### src/rtl/md_vel_pkg.sv
// Shared types and constants for the per-cell velocity integrator.
// Component indices select the {vz, vy, vx} slices of a packed word.
package md_vel_pkg;

    localparam int CNT_W  = 8;
    localparam int COMP_X = 0;
    localparam int COMP_Y = 1;
    localparam int COMP_Z = 2;

    typedef enum logic [2:0] {
        S_IDLE,
        S_CNT_RD,
        S_CNT_WAIT,
        S_V_RD,
        S_V_WAIT,
        S_F_WAIT,
        S_WB,
        S_DONE
    } vel_state_e;

    function automatic int comp_lsb(input int comp, input int width);
        return comp * width;
    endfunction

endpackage

### src/rtl/vel_component_add.sv
// One velocity component: v + (f >>> DT_SHIFT).
// VELOCITY_SATURATE_EN clamps on overflow; otherwise the sum wraps.
module vel_component_add #(
    parameter int COMP_WIDTH = 32,
    parameter int DT_SHIFT   = 8
) (
    input  logic [COMP_WIDTH-1:0] v,
    input  logic [COMP_WIDTH-1:0] f,
    output logic [COMP_WIDTH-1:0] sum
);

    logic signed [COMP_WIDTH-1:0] f_sh;
    assign f_sh = $signed(f) >>> DT_SHIFT;

`ifdef VELOCITY_SATURATE_EN
    logic signed [COMP_WIDTH:0] wide;
    assign wide = $signed({v[COMP_WIDTH-1], v}) + $signed({f_sh[COMP_WIDTH-1], f_sh});

    // Top two bits disagree only when the true sum left the COMP_WIDTH range.
    always_comb begin
        sum = wide[COMP_WIDTH-1:0];
        if (wide[COMP_WIDTH] != wide[COMP_WIDTH-1])
            sum = wide[COMP_WIDTH] ? {1'b1, {(COMP_WIDTH-1){1'b0}}}
                                   : {1'b0, {(COMP_WIDTH-1){1'b1}}};
    end
`else
    assign sum = v + f_sh;
`endif

endmodule

### src/rtl/velocity_update_z_y_x.sv
// Per-cell velocity integrator: reads count, then per particle reads v, takes
// one force word, writes v + f*dt back and forwards it. Option: VELOCITY_SATURATE_EN.
module velocity_update_z_y_x
    import md_vel_pkg::*;
#(
    parameter int DATA_WIDTH   = 96,
    parameter int COMP_WIDTH   = 32,
    parameter int PARTICLE_NUM = 220,
    parameter int ADDR_WIDTH   = CNT_W,
    parameter int DT_SHIFT     = 8
) (
    input  logic                  clock,
    input  logic                  rst_n,
    input  logic                  start,
    output logic                  busy,
    output logic                  done,
    input  logic                  force_valid,
    output logic                  force_ready,
    input  logic [DATA_WIDTH-1:0] force_data,
    output logic [ADDR_WIDTH-1:0] ram_address,
    output logic                  ram_rden,
    output logic                  ram_wren,
    output logic [DATA_WIDTH-1:0] ram_data,
    input  logic [DATA_WIDTH-1:0] ram_q,
    output logic                  out_valid,
    input  logic                  out_ready,
    output logic [DATA_WIDTH-1:0] out_data,
    output logic [ADDR_WIDTH-1:0] out_addr
);

    localparam logic [ADDR_WIDTH-1:0] MAX_IDX = ADDR_WIDTH'(PARTICLE_NUM - 1);

    vel_state_e            state, state_nxt;
    logic [ADDR_WIDTH-1:0] idx, count, cnt_raw, cnt_clamped;
    logic [DATA_WIDTH-1:0] vel, result, sum;

    assign cnt_raw     = ram_q[ADDR_WIDTH-1:0];
    assign cnt_clamped = (cnt_raw > MAX_IDX) ? MAX_IDX : cnt_raw;

    for (genvar c = COMP_X; c <= COMP_Z; c++) begin : g_comp
        localparam int LSB = comp_lsb(c, COMP_WIDTH);
        vel_component_add #(
            .COMP_WIDTH(COMP_WIDTH),
            .DT_SHIFT  (DT_SHIFT)
        ) u_add (
            .v  (vel[LSB +: COMP_WIDTH]),
            .f  (force_data[LSB +: COMP_WIDTH]),
            .sum(sum[LSB +: COMP_WIDTH])
        );
    end

    always_ff @(posedge clock or negedge rst_n) begin
        if (!rst_n) state <= S_IDLE;
        else        state <= state_nxt;
    end

    always_comb begin
        state_nxt = state;
        case (state)
            S_IDLE:     if (start) state_nxt = S_CNT_RD;
            S_CNT_RD:   state_nxt = S_CNT_WAIT;
            S_CNT_WAIT: state_nxt = (cnt_clamped == '0) ? S_DONE : S_V_RD;
            S_V_RD:     state_nxt = S_V_WAIT;
            S_V_WAIT:   state_nxt = S_F_WAIT;
            S_F_WAIT:   if (force_valid) state_nxt = S_WB;
            S_WB:       if (out_ready) state_nxt = (idx == count) ? S_DONE : S_V_RD;
            S_DONE:     state_nxt = S_IDLE;
            default:    state_nxt = S_IDLE;
        endcase
    end

    always_ff @(posedge clock or negedge rst_n) begin
        if (!rst_n) begin
            idx    <= '0;
            count  <= '0;
            vel    <= '0;
            result <= '0;
        end else begin
            case (state)
                S_CNT_WAIT: begin
                    count <= cnt_clamped;
                    idx   <= ADDR_WIDTH'(1);
                end
                S_V_WAIT: vel <= ram_q;
                S_F_WAIT: if (force_valid) result <= sum;
                S_WB:     if (out_ready && idx != count) idx <= idx + ADDR_WIDTH'(1);
                default: ;
            endcase
        end
    end

    // Everything is decoded from state so reset zeroes all outputs at once.
    always_comb begin
        busy        = (state != S_IDLE);
        done        = 1'b0;
        force_ready = 1'b0;
        ram_address = '0;
        ram_rden    = 1'b0;
        ram_wren    = 1'b0;
        ram_data    = '0;
        out_valid   = 1'b0;
        out_data    = '0;
        out_addr    = '0;
        case (state)
            S_CNT_RD: ram_rden = 1'b1;
            S_V_RD: begin
                ram_rden    = 1'b1;
                ram_address = idx;
            end
            S_F_WAIT: force_ready = 1'b1;
            S_WB: begin
                out_valid   = 1'b1;
                out_data    = result;
                out_addr    = idx;
                ram_address = idx;
                ram_data    = result;
                ram_wren    = out_ready;
            end
            S_DONE: done = 1'b1;
            default: ;
        endcase
    end

endmodule

### config.mk
export PLATFORM = sky130hd
export DESIGN_NAME = velocity_update_z_y_x
export DESIGN_NICKNAME = d
export VERILOG_FILES = /design/src/rtl/md_vel_pkg.sv /design/src/rtl/vel_component_add.sv /design/src/rtl/velocity_update_z_y_x.sv
export SDC_FILE = /design/constraint.sdc
export NUM_CORES = 1
export LEC_CHECK = 0
export BUFFER_PORTS_ARGS = -buffer_cell sky130_fd_sc_hd__buf_4
export CAP_MARGIN = 25
export CORE_MARGIN = 8
export CORE_UTILIZATION = 40
export CTS_CLUSTER_SIZE = 12
export DETAILED_ROUTE_END_ITERATION = 10
export MAX_ROUTING_LAYER = met4
export PLACE_DENSITY = 0.61
export REMOVE_ABC_BUFFERS = 1
export SYNTH_ARGS = -nofsm -noshare
export SYNTH_HDL_FRONTEND = slang
export SYNTH_SLANG_ARGS = --single-unit
### constraint.sdc
create_clock -name clock -period 3.2 [get_ports clock]
set_input_delay 0.32 -clock clock [delete_from_list [all_inputs] [get_ports clock]]
set_output_delay 0.32 -clock clock [all_outputs]
set_load 0.05 [all_outputs]
==> Yosys cells after proc, flatten, opt, wreduce, memory -nomap -nowiden <==
Index checks and enable logic that the tools add are counted.
{ "classes": {"order_cmp": 1, "add_sub_neg": 4, "mux": 17, "eq_ne": 13, "n_reduce_logical": 10} }
{ "ops": {"columns": ["op", "n"], "rows": [
  ["adder 32 bit", 3],
  ["2-to-1 mux 96 bit", 1],
  ["2-to-1 mux 8 bit", 4],
  ["one-hot mux 3 bit (8 select lines)", 1],
  ["one-hot mux 8 bit (2 select lines)", 1],
  ["2-to-1 mux 3 bit", 5],
  ["equality test 3 bit, second input constant", 4],
  ["adder 8 x 1 -> 8 bit, second input constant", 1],
  ["equality test 8 bit", 1],
  ["greater-than comparator 8 bit, second input constant", 1],
  ["zero test 8 bit", 1],
  ["!= test 2 bit, second input constant", 4],
  ["!= test 8 bit", 1],
  ["equality test 3 x 2 -> 1 bit, second input constant", 2],
  ["2-to-1 mux 1 bit", 5],
  ["AND reduction 2 bit", 2],
  ["OR reduction 2 bit", 2],
  ["equality test 3 x 1 -> 1 bit, second input constant", 1],
  ["zero test 3 bit", 1],
  ["AND reduction 3 bit", 1],
  ["nonzero test 3 bit", 1],
  ["nonzero test 2 bit", 1],
  ["logical AND 1 bit", 1]
]} }
{ "word_totals": {"output_inout_bits": 214, "in_bits": 197, "regBits": 211, "wordCells": 50} }

==> Logic depth before layout (Yosys ltp) <==
{ "depth": {"word_depth": 5, "mapped_depth": 10} }

==> By module <==
Synthesis repeated with hierarchy kept, for this count alone.
{ "hier_totals": {"hier_cells": 1459, "hier_area_um2": 15098.2} }
{ "by_module_without_submodules": {"columns": ["module", "area_each_um2", "n_inst", "cells_each"], "rows": [
  ["velocity_update_z_y_x", 9889.5, 1, 745],
  ["vel_component_add at g_comp[0].u_add ...", 1744.2, 2, 241],
  ["vel_component_add at g_comp[2].u_add", 1720.4, 1, 232]
]} }

==> Least setup slack after synthesis <==
OpenSTA, ideal clock, no wires.
{ "synth_timing": {"kind": "reg-to-output", "startpoint": "register state[0]", "endpoint": "output ram_data[86]", "stages_incl_launch_ff": 7, "path_buffers": 3, "required_time_ns": 2.880, "arrival_time_ns": 2.390, "path_slack_ns": 0.490, "cell_sequence": "dfrtp_1 > clkbuf_1 > nand2b_1 > nor2_1 > clkbuf_1 > and2_1 > buf_4"} }
{ "synth_via": {"elab_chain_len": 2} }
{ "synth_rtl": {"columns": ["item", "line_no", "text"], "rows": [
  ["start: declaration", "velocity_update_z_y_x.sv:33", "vel_state_e state, state_nxt;"],
  ["start signal: assignment", "velocity_update_z_y_x.sv:54", "else state <= state_nxt;"],
  ["equality test 3 bit", null, null],
  ["2-to-1 mux 96 bit", null, null],
  ["end: declaration", "velocity_update_z_y_x.sv:23", "output logic [DATA_WIDTH-1:0] ram_data,"]
]} }
Every way passes these cells.

==> Final worst setup path <==
{ "layout_timing": {"startpoint": "register vel[0]", "endpoint": "register result[30]"} }
{ "layout_via": {"elab_chain_len": 1} }
{ "layout_rtl": {"columns": ["item", "line_no", "text"], "rows": [
  ["start: declaration", "velocity_update_z_y_x.sv:35", "logic [DATA_WIDTH-1:0] vel, result, sum;"],
  ["start signal: assignment", "velocity_update_z_y_x.sv:84", "S_V_WAIT: vel <= ram_q;"],
  ["adder 32 bit", "vel_component_add.sv:27", "assign sum = v + f_sh;"],
  ["end signal: assignment", "velocity_update_z_y_x.sv:85", "S_F_WAIT: if (force_valid) result <= sum;"],
  ["end: declaration", "velocity_update_z_y_x.sv:35", null]
]} }
Every way passes these cells.
A chain may end at the register's enable or synchronous reset.

==> results_dict.tcl <==
set metrics [dict create \
    setup.worst_path.start "vel[0]" \
    clkLatencyLatePin_ns 0.54 \
    cell_depth_of_the_worst_hold_path 2 \
    p_leak_nw 9.189 \
    final-hold-violation-count 0 \
    synth-seq-cells 211 \
    htreeDepth 1 \
    yosys_most_used_dff "sky130_fd_sc_hd__dfrtp_1" \
    p_total_mw 17.92 \
    io_buffer_count 386 \
    report.final.slew_viol_count 0 \
    cp_cell_sequence "ha_1, fa_1, a211o_1, a21oi_1, o211ai_1, a211oi_1, buf_4, o31ai_1, a31oi_1, xor2_1, o21ai_1" \
    dpl.hpwl_um 33110 \
    first_global_vias 12980 \
    delay_of_the_slowest_critical_path_stage_ns 0.44 \
    synth_async_sr_flop_share_pct 100.0 \
    syn_area_per_cell_um2 9.287 \
    clock_tree.root_cell "sky130_fd_sc_hd__clkbuf_16" \
    netlist_area_um2 14330 \
    core_um2 35400 \
    globalplace.congestion 0.9185 \
    crit_path_start_kind "flip-flop" \
    via_per_inst 5.176 \
    multiInputGateArea_um2 7989 \
    fillers 3225 \
    sw_frac_of_total_pct 43.35 \
    internal_power_mw 10.15 \
    drive_gt1_share_pct 29.61 \
    synth_top_family_by_area "compound AO/OA/AOI/OAI gates" \
    avgRoutedWirePerCell_um 18.16 \
    ios 411 \
    first_pass_grt_wire_length_um 69580 \
    grt_antenna_before_repair 3 \
    grt.overflow.total 0 \
    worst-r2r-cell-count 11 \
    detail-route-antenna-nets 0 \
    max_cap_viol_count 0 \
    synthXorXnorAreaFrac_pct 6.051 \
    worst_clock_skew_ns 0.01168 \
    dr_total_vias 12370 \
    net_switching_power_of_the_design_mw 7.770 \
    global_route.usage.total_pct 20.61 \
    worst-path-buf-inv 1 \
    synth_edf_count 0 \
    cp.required_ns 3.62 \
    layout.core_utilization_pct 53.43 \
    drcViolationCount 0 \
    cts_sinks 211 \
    combined_flip_flop_and_latch_cell_area_um2 5280 \
    synth-adder-area-share_pct 8.627 \
    critPathSlowestCell "sky130_fd_sc_hd__fa_1" \
    worst_hold_launch "ram_q[64]" \
    route.final.wire_length_um 43380 \
    synth_compound_area_share_pct 17.80 \
    post_syn_instances 1543 \
    setup.worst_path.class "flip-flop to flip-flop" \
    timing.final.ws_setup_ns 0.2031 \
    synth-seq-area-share_pct 36.85 \
    first_iter_violations 544 \
    post_cts_buffers 0 \
    tritoncts "built" \
    vdd_ir_drop_max_mv 0.5665 \
    preCtsSetupSlack_ns 0.1127 \
    starting_density_of_the_core_pct 40.48 \
    r2r-start "vel[0]" \
    clk_transition_reported_paths_ns 0.06 \
    regToRegSetupSlack_ns 0.20 \
    rsz0062_at_grt "no" \
    grt_max_degree 100 \
    synth.yosys.warnings 0 \
    critPathMaxFanout 4 \
    cts.path.max_buffers 3 \
    worstReg2RegEnd "result[30]" \
    arrival_ns 3.42 \
    critical_path.endpoint_type "flip-flop" \
    drt_pass_1_iters 5 \
    actual_slew_at_the_worst_max_slew_pin_ns 0.6166 \
    timing.slew.headroom_pct 58.89 \
    power.share.sequential_pct 26.1 \
    fin_crit_sh_pct 93.65 \
    post_synth_mux_area_share_pct 7.989 \
    critical_path.top_delay_family "compound AO/OA/AOI/OAI gates" \
    flow.area_growth_from_synthesis_pct 31.97 \
    fmaxAchievable_mhz 333.7 \
    timing.hold.worst.class "input pin to flip-flop" \
    layout_min_cycle_time_ns 2.997 \
    pwr-share-comb_pct 56.0 \
    synth.distinct_cells 71 \
    die_area_um2 42140 \
    number_of_cts_inserted_buffers 28 \
    power_density_nw_per_um2 947.7 \
    finalSetupViolCount 0 \
    fin_nets 2197 \
    run_status "complete, no violations" \
    chipHeight_um 205.3 \
    placementRows 69 \
    chipWidth_um 205.3 \
    hold-path-endpoint "vel[64]" \
    power.share.clock_pct 17.9 \
    synth_simple_gate_area_share_pct 15.14 \
]
[final cells by class]
class,instances,area share (%)
multi-input cells,1143,42.24
flip-flops and latches,211,27.92
repair buffers,495,21.18
clock buffers,39,4.300
well taps,461,3.050
clock inverters,13,0.7873
inverters,24,0.4763
diodes,3,0.03970
[per-stage QoR]
step	hold slack [ns]	area [µm²]	instances	setup TNS, ns
3_5_place_dp	0.3294	17060	2246	0
2_1_floorplan	0.02441	13340	1378	-864.28
5_1_grt	0.01078	18910	2389	0
4_1_cts	0.0006110	18900	2386	0
6_report	0.03535	18910	2389	0
3_3_place_gp	0.3254	17060	2246	0
[layer usage]
metal	part of all wire [%]	track usage, %	up-vias	routed length [µm]
met5	0	-	-	0
met4	1.7	4.263	0	733
met3	5.4	3.338	45	2361
met2	49	35.19	331	21370
met1	44	25.55	5881	18920
li1	-	-	6109	-
[logic make-up (layout without fill, tap and decap cells)]
group                      count (synthesis)  in the layout
and+or+nand+nor                          445            445
xor gates and xnor gates                  99             99
AOI/OAI and AO/OA                        400            400
adders and majority gates                 97             97
other                                      0              3
DFF                                      211            211
muxes                                    102            102
buffers and inverters                    189            571
[cells in the final DEF, fill, tap and decap left out, types with 13 or more instances in the layout]
| cell | instances |
|---|---|
| sky130_fd_sc_hd__a211oi_1 | 17 |
| sky130_fd_sc_hd__a21o_1 | 56 |
| sky130_fd_sc_hd__a21oi_1 | 92 |
| sky130_fd_sc_hd__a31oi_1 | 13 |
| sky130_fd_sc_hd__and2_1 | 108 |
| sky130_fd_sc_hd__and3_1 | 19 |
| sky130_fd_sc_hd__buf_4 | 401 |
| sky130_fd_sc_hd__clkbuf_16 | 29 |
| sky130_fd_sc_hd__dfrtp_1 | 211 |
| sky130_fd_sc_hd__dlygate4sd3_1 | 88 |
| sky130_fd_sc_hd__ha_1 | 94 |
| sky130_fd_sc_hd__inv_1 | 24 |
| sky130_fd_sc_hd__mux2_2 | 99 |
| sky130_fd_sc_hd__nand2_1 | 170 |
| sky130_fd_sc_hd__nand3_1 | 34 |
| sky130_fd_sc_hd__nor2_1 | 54 |
| sky130_fd_sc_hd__nor3_1 | 15 |
| sky130_fd_sc_hd__o211ai_1 | 13 |
| sky130_fd_sc_hd__o21ai_0 | 84 |
| sky130_fd_sc_hd__o21ai_1 | 41 |
| sky130_fd_sc_hd__o21bai_1 | 16 |
| sky130_fd_sc_hd__xnor2_1 | 47 |
| sky130_fd_sc_hd__xor2_1 | 52 |
[worst max path at each step]
stage	endpoint	cells after the start
3_3_place_gp	result[26]	12
6_report	result[30]	11
4_1_cts	ram_data[33]	5
3_5_place_dp	result[30]	12
2_1_floorplan	vel[0]	2
5_1_grt	out_data[33]	5
[power groups by stage]
stage               logic (mW)  clock network (mW)  registers (mW)
finish                    10.0                3.21            4.68
global route              11.1                3.42            4.83
CTS                       10.1                3.31            4.68
detailed placement        9.94                   0            4.72
global placement          9.83                   0            4.67
floorplan                 7.62                   0            4.44
[registers in the layout, indices dropped and copies added, names as in the netlist]
register and cells:
vel 96, idx 8, result 96, count 8, state 3
[synth_stat cells (5+ instances only)]
master | number | share of area [%]
sky130_fd_sc_hd__mux2_2 | 99 | 7.8
sky130_fd_sc_hd__o21a_1 | 7 | 0.37
sky130_fd_sc_hd__or3_1 | 7 | 0.31
sky130_fd_sc_hd__nor3_1 | 16 | 0.56
sky130_fd_sc_hd__o211ai_1 | 13 | 0.68
sky130_fd_sc_hd__xnor2_1 | 47 | 2.9
sky130_fd_sc_hd__nand4_1 | 9 | 0.39
sky130_fd_sc_hd__o21ai_0 | 84 | 2.9
sky130_fd_sc_hd__buf_2 | 9 | 0.31
sky130_fd_sc_hd__a2111oi_0 | 5 | 0.31
sky130_fd_sc_hd__nand2b_1 | 5 | 0.22
sky130_fd_sc_hd__nor4_1 | 6 | 0.26
sky130_fd_sc_hd__clkbuf_1 | 59 | 1.5
sky130_fd_sc_hd__buf_4 | 96 | 5.0
sky130_fd_sc_hd__o21ai_1 | 41 | 1.4
sky130_fd_sc_hd__and3_1 | 19 | 0.83
sky130_fd_sc_hd__nand3_1 | 34 | 1.2
sky130_fd_sc_hd__o21bai_1 | 16 | 0.84
sky130_fd_sc_hd__a31oi_1 | 13 | 0.57
sky130_fd_sc_hd__and2_1 | 108 | 4.7
sky130_fd_sc_hd__ha_1 | 94 | 8.2
sky130_fd_sc_hd__nand2_1 | 171 | 4.5
sky130_fd_sc_hd__a211oi_1 | 17 | 0.89
sky130_fd_sc_hd__o31ai_1 | 5 | 0.26
sky130_fd_sc_hd__a21o_1 | 56 | 2.9
sky130_fd_sc_hd__a21oi_1 | 92 | 3.2
sky130_fd_sc_hd__inv_1 | 24 | 0.63
sky130_fd_sc_hd__dfrtp_1 | 211 | 37
sky130_fd_sc_hd__nor2_1 | 55 | 1.4
sky130_fd_sc_hd__xor2_1 | 52 | 3.2
[timing repair]
item | in CTS | in global routing
resized for setup | 0 | 0
endpoints found under the hold margin | 156 | 0
hold buffers | 88 | 0
No activity file was read; power rests on OpenSTA's default activity.
